$ cat src/rtl/head_prune_mean_pkg.sv
// Shared definitions for the head-pruning mean block: FSM encoding,
// default parameter values and the accumulator width helper.
package head_prune_mean_pkg;

    localparam int unsigned DEF_WIDTH    = 16;
    localparam int unsigned DEF_LANES    = 4;
    localparam int unsigned DEF_MATRICES = 2;
    localparam int unsigned DEF_ELEMS    = 16;

    typedef enum logic [1:0] {
        ST_IDLE    = 2'd0,
        ST_ACCUM   = 2'd1,
        ST_COMPARE = 2'd2,
        ST_DONE    = 2'd3
    } state_e;

    // Sign bit plus one extra bit for |min| plus headroom for TOTAL terms.
    function automatic int unsigned acc_width(input int unsigned width,
                                              input int unsigned total);
        return width + 1 + $clog2(total);
    endfunction

endpackage

$ cat src/rtl/head_prune_mean_lane_abs_sum.sv
// Combinational sum of LANES signed elements, optionally taking |x| first,
// sign-extended to OUT_W bits.
module lane_abs_sum #(
    parameter int unsigned WIDTH = 16,
    parameter int unsigned LANES = 4,
    parameter int unsigned OUT_W = 22
) (
    input  logic [LANES*WIDTH-1:0] lanes_i,
    input  logic                   mode_abs,
    output logic signed [OUT_W-1:0] sum_c
);

    logic signed [WIDTH:0] ext [LANES];
    logic signed [WIDTH:0] mag [LANES];

    // One extra bit so that |-2^(WIDTH-1)| is representable.
    for (genvar g = 0; g < LANES; g++) begin : g_lane
        assign ext[g] = {lanes_i[g*WIDTH + WIDTH-1], lanes_i[g*WIDTH +: WIDTH]};
        assign mag[g] = (mode_abs && ext[g][WIDTH]) ? -ext[g] : ext[g];
    end

    always_comb begin
        sum_c = '0;
        for (int i = 0; i < LANES; i++) begin
            sum_c = sum_c + OUT_W'(mag[i]);
        end
    end

endmodule

$ cat src/rtl/head_prune_mean.sv
// Accumulates a run of score-matrix elements, computes their floor mean and
// flags the head for pruning when the mean falls below a latched threshold.
module head_prune_mean
    import head_prune_mean_pkg::*;
#(
    parameter int unsigned WIDTH    = DEF_WIDTH,
    parameter int unsigned LANES    = DEF_LANES,
    parameter int unsigned MATRICES = DEF_MATRICES,
    parameter int unsigned ELEMS    = DEF_ELEMS
) (
    input  logic                   clk,
    input  logic                   _reset,
    input  logic                   start,
    input  logic                   abort,
    input  logic                   mode_abs,
    input  logic [WIDTH-1:0]       threshold,
    input  logic                   in_valid,
    output logic                   in_ready,
    input  logic [LANES*WIDTH-1:0] in_data,
    output logic                   busy,
    output logic                   done,
    output logic [WIDTH:0]         mean_out,
    output logic                   prune_head
);

    localparam int unsigned TOTAL = MATRICES * ELEMS;
    localparam int unsigned BEATS = TOTAL / LANES;
    localparam int unsigned ACC_W = acc_width(WIDTH, TOTAL);
    localparam int unsigned CNT_W = (BEATS > 1) ? $clog2(BEATS) : 1;

    state_e                    state_q, state_d;
    logic signed [ACC_W-1:0]   acc_q, acc_d;
    logic [CNT_W-1:0]          cnt_q, cnt_d;
    logic                      mode_q, mode_d;
    logic [WIDTH-1:0]          thr_q, thr_d;
    logic                      busy_q, busy_d;
    logic                      in_ready_q, in_ready_d;
    logic                      done_q, done_d;
    logic [WIDTH:0]            mean_q, mean_d;
    logic                      prune_q, prune_d;

    logic signed [ACC_W-1:0]   lane_sum_c;
    logic signed [WIDTH:0]     mean_c;
    logic signed [WIDTH:0]     thr_ext_c;
    logic                      accept_c;

    lane_abs_sum #(
        .WIDTH (WIDTH),
        .LANES (LANES),
        .OUT_W (ACC_W)
    ) u_lane_abs_sum (
        .lanes_i  (in_data),
        .mode_abs (mode_q),
        .sum_c    (lane_sum_c)
    );

    // Top WIDTH+1 bits of the accumulator == arithmetic shift by log2(TOTAL).
    assign mean_c    = acc_q[ACC_W-1 -: WIDTH+1];
    assign thr_ext_c = {thr_q[WIDTH-1], thr_q};
    assign accept_c  = in_valid && (state_q == ST_ACCUM);

    always_comb begin
        state_d = state_q;
        acc_d   = acc_q;
        cnt_d   = cnt_q;
        mode_d  = mode_q;
        thr_d   = thr_q;
        mean_d  = mean_q;
        prune_d = prune_q;

        case (state_q)
            ST_IDLE: begin
                if (start && !abort) begin
                    state_d = ST_ACCUM;
                    acc_d   = '0;
                    cnt_d   = '0;
                    mode_d  = mode_abs;
                    thr_d   = threshold;
                end
            end
            ST_ACCUM: begin
                if (abort) begin
                    state_d = ST_IDLE;
                end else if (accept_c) begin
                    acc_d = acc_q + lane_sum_c;
                    if (cnt_q == CNT_W'(BEATS - 1)) begin
                        cnt_d   = '0;
                        state_d = ST_COMPARE;
                    end else begin
                        cnt_d = cnt_q + CNT_W'(1);
                    end
                end
            end
            ST_COMPARE: begin
                if (abort) begin
                    state_d = ST_IDLE;
                end else begin
                    mean_d  = mean_c;
                    prune_d = (mean_c < thr_ext_c);
                    state_d = ST_DONE;
                end
            end
            ST_DONE: begin
                state_d = ST_IDLE;
            end
            default: begin
                state_d = ST_IDLE;
            end
        endcase

        // Status outputs are registered decodes of the next state.
        busy_d     = (state_d != ST_IDLE);
        in_ready_d = (state_d == ST_ACCUM);
        done_d     = (state_d == ST_DONE);
    end

    always_ff @(posedge clk or posedge _reset) begin
        if (_reset) begin
            state_q    <= ST_IDLE;
            acc_q      <= '0;
            cnt_q      <= '0;
            mode_q     <= 1'b0;
            thr_q      <= '0;
            busy_q     <= 1'b0;
            in_ready_q <= 1'b0;
            done_q     <= 1'b0;
            mean_q     <= '0;
            prune_q    <= 1'b0;
        end else begin
            state_q    <= state_d;
            acc_q      <= acc_d;
            cnt_q      <= cnt_d;
            mode_q     <= mode_d;
            thr_q      <= thr_d;
            busy_q     <= busy_d;
            in_ready_q <= in_ready_d;
            done_q     <= done_d;
            mean_q     <= mean_d;
            prune_q    <= prune_d;
        end
    end

    assign in_ready   = in_ready_q;
    assign busy       = busy_q;
    assign done       = done_q;
    assign mean_out   = mean_q;
    assign prune_head = prune_q;

endmodule

$ cat config.mk
export PLATFORM = sky130hd
export DESIGN_NAME = head_prune_mean
export DESIGN_NICKNAME = d
export VERILOG_FILES = /design/src/rtl/head_prune_mean_pkg.sv /design/src/rtl/head_prune_mean_lane_abs_sum.sv /design/src/rtl/head_prune_mean.sv
export SDC_FILE = /design/constraint.sdc
export NUM_CORES = 1
export LEC_CHECK = 0
export CAP_MARGIN = 0
export CORE_ASPECT_RATIO = 0.75
export CORE_UTILIZATION = 37
export DETAILED_ROUTE_END_ITERATION = 12
export PLACE_DENSITY = 0.68
export SKIP_CTS_REPAIR_TIMING = 1
export SYNTH_ARGS = -nofsm -noshare
export SYNTH_HDL_FRONTEND = slang
export SYNTH_SLANG_ARGS = --single-unit
$ cat constraint.sdc
create_clock -name clk -period 14 [get_ports clk]
set_input_delay 2.1 -clock clk [delete_from_list [all_inputs] [get_ports clk]]
set_output_delay 2.1 -clock clk [all_outputs]
set_load 0.03 [all_outputs]
-- Word-level counts from Yosys, hierarchy flattened
Cells that the tools add are included.
Widths: inputs -> output; s select.
- register bits after elaboration: 65
- bits of input ports: 86
- logic and storage cells: 62
- $add $sub $neg: 9
- magnitude comparators: 1
- equality and inequality tests: 9
- multiplexer cells: 19
- bitwise operators: 1
- reduce and logical (&&, ||, !) cells: 13
- operator list (operator ; count):
    $mux 17 ; 4
    $neg 16->17 ; 4
    $mux 22 ; 3
    $pmux 22 s2 ; 1
    $add 22x17->22 ; 1
    $add 22x22->22 ; 1
    $add 18x17->19 ; 1
    $add 17x17->18 ; 1
    $lt 17x16->1 ; 1
    $mux 3 ; 4
    $mux 2 ; 5
    $pmux 2 s4 ; 1
    $eq 2x2->1 const B ; 3
    $logic_and 1x1->1 ; 6
    $ne 2x2->1 const B ; 3
    $pmux 3 s2 ; 1
    $eq 2x1->1 const B ; 2
    $reduce_and 2->1 ; 2
    $reduce_and 4->1 ; 1
    $reduce_bool 2->1 ; 2
    $add 3x1->3 const B ; 1
    $eq 3x3->1 const B ; 1
    $logic_not 2->1 ; 1
    $logic_not 1->1 ; 1
    $not 1->1 ; 1

-- Logic depth before layout (Yosys ltp)
- depth after elaboration: 9
- depth in mapped cells: 27
- depth with buffers taken out: 25

-- Modules after synthesis
Synthesis repeated with hierarchy kept, for this count alone.
- cells, all modules: 806
- area total of the unflattened synthesis: 6877.8 um^2
- modules (own cells, without submodules) (module ; times used ; cells each ; area an instance (um^2) ; seq. area each (um^2)):
    head_prune_mean ; 1 ; 380 ; 3771.1 ; 1626.6
    lane_abs_sum ; 1 ; 426 ; 3106.7 ; 0.0

-- Least setup slack after synthesis
OpenSTA, ideal clock, no wires.
- kind: input-to-reg
- start point: input in_data[36]
- end point: register acc_q[20]
- library setup time: 0.133 ns
- arrival: 7.325 ns
- setup slack: 6.542 ns
- stages on the path: 25
- cell sequence: nor4_1 > and2_1 > nand3b_1 > o21ai_0 > xor2_1 > fa_1 > inv_1 > ha_1 > buf_6 > a21o_1 > a2111oi_4 > a211oi_2 > o31ai_4 > or4b_1 > o311a_1 > fa_1 > inv_1 > ha_1 > a21oi_1 > o31ai_1 > a21oi_1 > o22ai_1 > a211oi_1 > xor2_1 > o21ai_0
- cells in the longest elaborated chain, start to end: 8
- RTL lines (item ; line ; RTL):
    from (decl) ; head_prune_mean.sv:19 ; input logic [LANES*WIDTH-1:0] in_data,
    $neg 16->17 ; head_prune_mean_lane_abs_sum.sv:19 ; assign mag[g] = (mode_abs && ext[g][WIDTH]) ? -ext[g] : ext[g];
    $mux 17 * ; head_prune_mean_lane_abs_sum.sv:19 ;
    $add 18x17->19 * ; head_prune_mean_lane_abs_sum.sv:25 ; sum_c = sum_c + OUT_W'(mag[i]);
    $add 22x17->22 * ; head_prune_mean_lane_abs_sum.sv:25 ;
    $add 22x22->22 * ; head_prune_mean.sv:85 ; acc_d = acc_q + lane_sum_c;
    $mux 22 * ; head_prune_mean.sv:84 ; end else if (accept_c) begin
    $mux 22 * ; head_prune_mean.sv:82 ; if (abort) begin
    $pmux 22 s2 * ; head_prune_mean.sv:71 ; case (state_q)
    to (signal assigned) ; head_prune_mean.sv:120 ; acc_q <= '0;
    to (signal assigned) ; head_prune_mean.sv:131 ; acc_q <= acc_d;
    to (decl) ; head_prune_mean.sv:32 ; logic signed [ACC_W-1:0] acc_q, acc_d;
Every way passes the cells marked *; elsewhere a longest branch is shown, timed or not. The select of a mux whose other input is x is not followed.
A chain may end at the register's enable or synchronous reset.

-- Worst setup path in the final report
- start point: input in_data[34]
- end point: register acc_q[20]
Same word-level chain as after synthesis.

==> flow_metrics.env <==
export IMPL_fmax_ghz=0.1204
export IMPL_io_buffer_count=106
export IMPL_die_w_um=160.2
export IMPL_yosysWarnings=0
export IMPL_fin_tns_setup_ns=0
export IMPL_grtUsageTotal=0.1742
export IMPL_syn_nets=999
export IMPL_skew_ns=0.006905
export IMPL_path_clk_slew_ns=0.06
export IMPL_die_h_um=120.6
export IMPL_hold_path_class="flip-flop to flip-flop"
export IMPL_leakage_nw=4.040
export IMPL_grt_antenna_before_repair=0
export IMPL_io_pins=107
export IMPL_grt_overflow_total=0
export IMPL_viasPerCell=5.068
export IMPL_cp_required_ns=14.18
export IMPL_num_nets_final=1101
export IMPL_cts_tree="built"
export IMPL_cts_buffer_depth=2
export IMPL_initial_core_util=0.3853
export IMPL_ys_flop_type="dfrtp_1"
export IMPL_critPathMaxFanout=7
export IMPL_critical_path_class="input pin to flip-flop"
export IMPL_finalSetupViolCount=0
export IMPL_first_global_vias=5471
export IMPL_grt_max_degree=66
export IMPL_whs_path_depth=2
export IMPL_hold_viol_final=0
export IMPL_end_kind="flip-flop"
export IMPL_power_per_cell_area_mw_per_mm2=258.1
export IMPL_yosysSeqAreaShare=0.2342
export IMPL_wl_um=16500
export IMPL_drive_gt1_frac=0.05429
export IMPL_synth_cell_types=64
export IMPL_vias=5894
export IMPL_r2r_cells=23
export IMPL_r2r_start="mode_q$_DFFE_PP0P_"
export IMPL_postPlaceCellArea_mm2=0.008272
export IMPL_drt_iter0_drc=382
export IMPL_drv_slew=0
export IMPL_synth_edf_count=0
export IMPL_synth_seq_cells=65
export IMPL_design_die_area_mm2=0.01933
export IMPL_fin_crit_ns=8.309
export IMPL_syn_to_final_growth_pct=23.86
export IMPL_detail_route_antenna_nets=0
export IMPL_diodes=0
export IMPL_clock_sinks=65
export IMPL_gp_congestion=0.9035
export IMPL_htree_levels=3
export IMPL_ir_drop_v=0.0001799
export IMPL_worst_slew_pin_slew_ns=0.9842
export IMPL_grt_first_pass_wirelength_um=27270
export IMPL_final_cell_area_mm2=0.008601
export IMPL_num_rows=42
export IMPL_grt_setup_unrepaired="no"
export IMPL_rr_endpoint="acc_q[20]$_DFFE_PP0P_"
export IMPL_start_kind="input pin"
export IMPL_dp_slack_ns=5.445
export IMPL_min_from="acc_q[0]$_DFFE_PP0P_"
export IMPL_fin_util=0.4772
export IMPL_n_fill_cell=1763
export IMPL_syn_area_per_cell_um2=8.531
export IMPL_coreArea_mm2=0.01802
export IMPL_min_to="acc_q[0]$_DFFE_PP0P_"
export IMPL_insertion_delay_ns=0.33
export IMPL_synth_async_sr_flop_share=1.000
export IMPL_maxSlewHeadroom=0.3432
export IMPL_wl_per_cell_um=14.19
export IMPL_syn_inst=814
export IMPL_drc=0
export IMPL_numCtsBuffers=9
export IMPL_dr_pass1_iters=5
export IMPL_timing_final_crit_share=0.5935
export IMPL_cts_root_buf="clkbuf_16"
export IMPL_setup_slack_ns=5.691
export IMPL_synth_area_mm2=0.006944
export IMPL_hpwl_um=13540
export IMPL_maxCapViolCount=0
export IMPL_arrival_ns=8.48
export IMPL_status="completed"
export IMPL_ff2ff_setup_slack_ns=7.40
## layer usage
layer  wire, um  track usage  vias up
met2       7061       0.2628      119
met1       8662       0.2631     2805
li1           -            -     2960
met4         91      0.02679        0
met5          0            0        -
met3        683      0.02813       10
## cells in the final DEF, fill, tap and decap left out, drive strengths merged, types with 23 or more instances in the layout
master,synthesis,final
inv,136,137
clkdlybuf4s50,0,106
nand2,68,68
dfrtp,65,65
ha,59,59
o21ai,58,58
nor2,54,54
xnor2,51,51
a21oi,42,42
fa,40,40
xor2,27,27
a21o,23,23
## registers in the layout (all words and copies together), names as in the netlist, 2 cells and up
register  count
thr_q        16
cnt_q         3
state_q       2
mean_out     17
acc_q        22
## area by class of cell
cell class | instances | area [um^2] | area share
flip-flops and latches | 65 | 1627 | 0.1891
well taps | 242 | 302.8 | 0.03521
clock buffers | 10 | 239.0 | 0.02779
repair buffers | 109 | 1084 | 0.1260
clock inverters | 6 | 90.09 | 0.01047
inverters | 136 | 510.5 | 0.05935
multi-input cells | 595 | 4748 | 0.5521
## metrics by stage
| step | total power, W | std cells | hold slack (ns) |
|---|---|---|---|
| after global placement | 0.001950 | 1147 | 0.4784 |
| after CTS | 0.002218 | 1163 | 0.4996 |
| final | 0.002220 | 1163 | 0.4995 |
| after floorplan | 0.001611 | 814 | 0.4498 |
| after detailed placement | 0.001954 | 1147 | 0.4821 |
| after global routing | 0.002466 | 1163 | 0.5292 |
## worst max path at each step
stage / startpoint / end / depth (start not counted)
4_1_cts: in_data[34] / acc_q[20]$_DFFE_PP0P_ / 25
3_3_place_gp: in_data[34] / acc_q[20]$_DFFE_PP0P_ / 25
5_1_grt: in_data[34] / acc_q[20]$_DFFE_PP0P_ / 25
2_1_floorplan: in_data[36] / acc_q[20]$_DFFE_PP0P_ / 25
6_report: in_data[34] / acc_q[20]$_DFFE_PP0P_ / 25
3_5_place_dp: in_data[34] / acc_q[20]$_DFFE_PP0P_ / 25
## logic make-up after synthesis
kind of cell / count (synthesis) / share of synthesized area
multiplexers: 23 / 0.03658
AO/OA/AOI/OAI: 194 / 0.1868
AND/OR/NAND/NOR: 201 / 0.1380
buffers and inverters: 154 / 0.08432
flip-flops: 65 / 0.2342
adder cells (fa/ha/maj): 99 / 0.2216
XOR/XNOR: 78 / 0.09838
## cells in the mapped netlist (all sizes together), types with 3 or more instances
cell     count  area (um^2)
o21bai       4        30.03
fa          40        800.8
a22o         6        52.55
nand2       68        255.2
ha          59        738.2
nand3       12        60.06
nand2b       7        43.79
nand3b       3        22.52
and2         4        25.02
or4          3        22.52
o21a         5        37.54
o21ai       58        290.3
nor2        54        202.7
a21oi       42        210.2
and4         3        27.53
mux2        19        214.0
nor2b        5        31.28
a21o        23        172.7
a31oi        5        31.28
dfrtp       65         1627
a211oi       7        62.56
nor3        13        65.06
xnor2       51        446.7
nor4         8        50.05
nand4        4        25.02
xor2        27        236.5
or3          6        37.54
a2111oi      3        45.05
mux2i        4        40.04
and3         4        25.02
o31ai       15        140.1
clkbuf      17        63.81
inv        136        510.5
## critical path: stages
cell             delay, ns
clkdlybuf4s50_1       0.52
nor4_1                0.33
nand2_1               0.13
nor4_1                0.60
a21oi_1               0.17
xnor2_1               0.19
fa_1                  0.54
inv_1                 0.04
ha_1                  0.39
o2111a_1              0.17
a211oi_1              0.33
a211oi_2              0.10
o31ai_4               0.22
or4b_1                0.45
o311a_1               0.15
fa_1                  0.48
inv_1                 0.04
ha_1                  0.37
a21oi_1               0.28
o31ai_1               0.11
a21oi_1               0.16
o22ai_1               0.09
a211oi_1              0.27
xor2_1                0.16
o21ai_0               0.08
## report_power, final
part / internal, W / leakage [nW] / total, W / switching, W
clock network: 0.000161 / 0.159 / 0.000245 / 0.0000843
logic: 0.000721 / 3.02 / 0.00172 / 0.00100
registers: 0.000219 / 0.859 / 0.000250 / 0.0000306
Note: power is estimated with default switching activity, not from simulation.
